`src/rtl/counter_pkg.sv`:
```
// counter_pkg
// Shared definitions for the programmable-modulus counter family.
//   CNT_UP / CNT_DOWN : encodings of the 'up' direction input
//   terminal_value()  : terminal count for a given direction and modulus.
//                       The function works at TV_W bits, so callers of any
//                       width up to TV_W cast in and out.
package counter_pkg;

  localparam logic CNT_UP   = 1'b1;
  localparam logic CNT_DOWN = 1'b0;

  localparam int TV_W = 32;

  // Counting up ends at the modulus top value, counting down ends at zero.
  function automatic logic [TV_W-1:0] terminal_value(input logic            up,
                                                     input logic [TV_W-1:0] max_val);
    return (up == CNT_DOWN) ? '0 : max_val;
  endfunction

endpackage

```
`src/rtl/mod_counter.sv`:
```
// mod_counter
// Up/down counter over 0..max_active with a runtime-programmable modulus.
// A new modulus is staged in a shadow register and is only applied at a
// wrap, so a running count sequence is never cut short.
// Ports:
//   clk         : clock, rising edge
//   reset       : synchronous, active-high
//   en          : count enable (previous stage tc in a cascade)
//   up          : direction, 1 = up, 0 = down
//   load        : parallel load strobe (beats en)
//   load_val    : value to load, clamped to max_active
//   max_wr      : write max_in into the shadow register
//   max_in      : new terminal value (modulus - 1)
//   count       : current count
//   max_active  : modulus top value currently in force
//   max_pending : shadow written but not yet applied
//   tc          : terminal count, combinational
module mod_counter
  import counter_pkg::*;
#(
  parameter int          WIDTH       = 8,
  parameter int unsigned DEFAULT_MAX = 9
) (
  input  logic             clk,
  input  logic             reset,
  input  logic             en,
  input  logic             up,
  input  logic             load,
  input  logic [WIDTH-1:0] load_val,
  input  logic             max_wr,
  input  logic [WIDTH-1:0] max_in,
  output logic [WIDTH-1:0] count,
  output logic [WIDTH-1:0] max_active,
  output logic             max_pending,
  output logic             tc
);

  localparam logic [WIDTH-1:0] RESET_MAX = WIDTH'(DEFAULT_MAX);

  logic [WIDTH-1:0] shadow;
  logic [WIDTH-1:0] term;
  logic             at_term;
  logic [WIDTH-1:0] new_max;

  logic [WIDTH-1:0] count_next;
  logic [WIDTH-1:0] max_next;
  logic [WIDTH-1:0] shadow_next;
  logic             pending_next;

  // The terminal value follows the current 'up' input, so a direction change
  // takes effect immediately. count never exceeds max_active, so the count
  // is valid in either direction.
  assign term    = WIDTH'(terminal_value(up, TV_W'(max_active)));
  assign at_term = (count == term);
  assign tc      = en & ~load & ~reset & at_term;

  // Modulus applied at the next wrap.
  assign new_max = max_pending ? shadow : max_active;

  // The shadow write is evaluated last so that a write on a wrap edge
  // re-arms max_pending after the wrap has consumed the old shadow.
  always_comb begin
    count_next   = count;
    max_next     = max_active;
    shadow_next  = shadow;
    pending_next = max_pending;

    if (load) begin
      count_next = (load_val > max_active) ? max_active : load_val;
    end else if (en) begin
      if (at_term) begin
        count_next   = (up == CNT_UP) ? '0 : new_max;
        max_next     = new_max;
        pending_next = 1'b0;
      end else if (up == CNT_UP) begin
        count_next = count + WIDTH'(1);
      end else begin
        count_next = count - WIDTH'(1);
      end
    end

    if (max_wr) begin
      shadow_next  = max_in;
      pending_next = 1'b1;
    end
  end

  // State register; reset also drops any max_wr on the same edge.
  always_ff @(posedge clk) begin
    if (reset) begin
      count       <= '0;
      max_active  <= RESET_MAX;
      shadow      <= RESET_MAX;
      max_pending <= 1'b0;
    end else begin
      count       <= count_next;
      max_active  <= max_next;
      shadow      <= shadow_next;
      max_pending <= pending_next;
    end
  end

endmodule

```
`config.mk`:
```
export PLATFORM = sky130hd
export DESIGN_NAME = mod_counter
export DESIGN_NICKNAME = d
export VERILOG_FILES = /design/src/rtl/counter_pkg.sv /design/src/rtl/mod_counter.sv
export SDC_FILE = /design/constraint.sdc
export NUM_CORES = 1
export LEC_CHECK = 0
export CORE_MARGIN = 3
export CORE_UTILIZATION = 40
export CTS_CLUSTER_DIAMETER = 100
export DETAILED_ROUTE_END_ITERATION = 6
export PLACE_DENSITY = 0.69
export SLEW_MARGIN = 10
export SYNTH_ARGS = -nofsm -noshare
export SYNTH_HDL_FRONTEND = slang
export SYNTH_SLANG_ARGS = --single-unit
```
`constraint.sdc`:
```
create_clock -name clk -period 3.5 [get_ports clk]
set_input_delay 0.7 -clock clk [delete_from_list [all_inputs] [get_ports clk]]
set_output_delay 0.7 -clock clk [all_outputs]
set_load 0.01 [all_outputs]
```
==> qor.csv <==
stage;metric;value;unit
status;run status;finished, final reports clean;
cells_and_area;# fillers;422;
critical_path;CP Capture Type;primary output;
timing;RSZ-0062 raised after global routing;false;
clocking;TritonCTS Sinks;25;
route;router iterations before antenna repair;4;
power_and_ir_drop;P per Cell Area;305;nW/um2
route;post-route DRC violation count;0;
placed_design;Detailed Place HPWL;4260;um
critical_path;CP required;2800;ps
critical_path;crit path cell chain;clkdlybuf4s50_1 -> inv_2 -> o32a_2 -> a22o_1 -> nor2_1 -> and3_1 -> dlymetal6s2s_1;
cells_and_area;commonest cells after routing, fill and taps aside;clkdlybuf4s50_1 (38), dfxtp_1 (25), a21oi_1 (24), nor2_1 (23), o21ai_0 (18);
route;Post-Route WL;5420;um
clocking;Root Buffer;clkbuf_8;
critical_path;Worst EP arrival;2360;ps
route;Final ANT Viol Nets;0;
clocking;TritonCTS clock tree;yes;
die;Die X;75.5;um
timing;Layout Skew;1.23;ps
timing;Worst Tran Pin Value;558;ps
synth;largest area contributor in the netlist;dfxtp_1;
synth;top_reg_cell synth;dfxtp_1;
global_routing;initial antenna violation count;0;
timing;Worst slew margin;62.7;%
synth;Net Count, Synth;274;
global_routing;largest net degree at the start of global routing;18;
timing;Max Fclk;326;MHz
synth;EDFF count, synth;0;
critical_path;largest incremental delay on the critical path;530;ps
synth;synth warn;0;
power_and_ir_drop;Leakage Power;1.06;nW
placed_design;Post-Place Worst Slack;27.6;ps
synth;gate count after technology mapping;237;
timing;Slew Limit Fails;0;
cells_and_area;share of layout cells above drive strength 1;9.38;%
synth;Async SR Flop Fraction;0;%
timing;setup violators final;0;
route;DRT iter0 DRCs;163;
synth;average size of a mapped cell;8.15;um2
synth;count of unique library cells instantiated by Yosys;45;
global_routing;number of global-route vias before repair;1758;
cells_and_area;final net count;326;
timing;PnR worst setup slack;437;ps
critical_path;worst-path fanout max;4;
die;Die Ht;75.5;um
synth;Area contributors post-synth;dfxtp_1 (26%), ha_1 (9.1%), mux2i_1 (8.8%), a21oi_1 (6.2%), o21ai_0 (4.7%);
global_routing;first-pass GRT wire length;8750;um
die;Initial Util;42.9;%
die;core area;4500;um2
placed_design;PortBufs;39;
critical_path;Max stage delay cell, worst path;clkdlybuf4s50_1;
die;# rows;24;
clocking;H-tree Lvls;1;
timing;Hold Fails Final Rpt;0;
cells_and_area;most common cell after layout, fill and taps aside;clkdlybuf4s50_1;
timing;Final min period;3060;ps
global_routing;GRT Util Overall;20.0;%
synth;Yosys top cell area share;25.9;%
critical_path;Worst Setup Start Kind;primary input;
cells_and_area;Area growth, synth to finish;30.9;%
cells_and_area;Ant. Diodes;0;
route;DR vias/cell;5.84;
worst_hold_path;Tightest Hold Check Type;flip-flop to flip-flop;
global_routing;gr ovfl total;0;
power_and_ir_drop;peak supply drop;0.307;mV
synth;sequential fraction of the synthesis area;25.9;%
die;Die ar.;5700;um2
route;drt wl/cell;15.9;um
job;maxcap violations;0;
clocking;CTS clock-pin slew for the worst setup and hold paths;90;ps
synth;FF+latch count, synth;25;
clocking;CTS Hold Bufs;0;
timing;setup TNS;0;ps
synth;synthesized cell area;1930;um2
clocking;clk_lat worst skew;270;ps
placed_design;Routability Congestion;0.959;
route;total number of vias;1986;
clocking;CTS buffer count;3;
die;I/O Pins;40;
critical_path;Crit Path Class;primary input to primary output;
clocking;Clock Tree Buf Depth;2;
timing;Final Cycle Share;87.5;%
sequential cells by signal, summed over array words and instances (netlist names):
signal,count
shadow,8
count,8
max_active,8
max_pending,1
per-layer routing:
layer	vias up	global-route usage, %	wire (um)
met5	-	0	0
met4	0	3.11	40
met3	4	3.43	303
met2	57	33.2	2550
met1	928	27.8	2530
li1	997	-	-
worst max-delay path: cells and delay by family:
family / cells / cell delay [ps]
AO/OA/AOI/OAI: 2 / 600
buffers and inverters: 3 / 760
AND/OR/NAND/NOR: 2 / 300
report_power, final:
group / internal, mW / switching [mW] / total (mW)
logic: 0.129 / 0.132 / 0.261
registers: 0.299 / 0.0260 / 0.325
clock network: 0.0835 / 0.101 / 0.185
metrics by stage:
step | utilization (%) | hold slack, ps | instances | cell area [um2] | power (mW)
final | 56.1 | 516 | 340 | 2530 | 0.771
after floorplan | - | 471 | 237 | 1930 | 0.487
after global placement | 54.6 | 491 | 334 | 2460 | 0.587
after global routing | 56.1 | 564 | 340 | 2530 | 0.820
after CTS | 55.7 | 517 | 338 | 2510 | 0.771
after detailed placement | 54.6 | 500 | 334 | 2460 | 0.587
cells by family after synthesis:
logic type                 share of synthesized area, %
buffers and inverters                              4.53
DFF                                                25.9
xor gates and xnor gates                           4.08
and+or+nand+nor                                    16.0
muxes                                              9.39
adders and majority gates                          10.1
AOI/OAI and AO/OA                                  30.0
repair_timing:
action,4_1_cts,5_1_grt
endpoints found under the setup margin,0,1
resized for setup,0,2
buffers inserted,0,2
synthesized netlist by cell type, types with 5 or more instances:
cell      count
nor2_1       23
ha_1         14
o211ai_1      7
o21ai_0      18
nand4_1       5
a211oi_1      5
inv_1        15
nand2_1      16
a21oi_1      24
nand3_1       6
mux2i_1      17
dfxtp_1      25
xnor2_1       5
clkbuf_1      6
layout make-up:
type | count | area (um2) | area share (%)
Clock buffer | 3 | 41.3 | 1.63
Clock inverter | 1 | 8.76 | 0.346
Inverter | 16 | 60.1 | 2.38
Timing Repair Buffer | 54 | 509 | 20.1
Multi-Input combinational cell | 189 | 1340 | 53.1
Tap cell | 52 | 65.1 | 2.57
Sequential cell | 25 | 500 | 19.8
worst paths after layout:
kind | end | from | slack [ps] | depth (start not counted)
setup / recovery | tc | up | 440 | 7
hold / removal | shadow[3] | shadow[3] | 520 | 2
setup reg to reg | count[2] | max_active[6] | 1170 | 8
hold reg to reg | shadow[3] | shadow[3] | 520 | 2
Note: power is estimated with default switching activity, not from simulation.
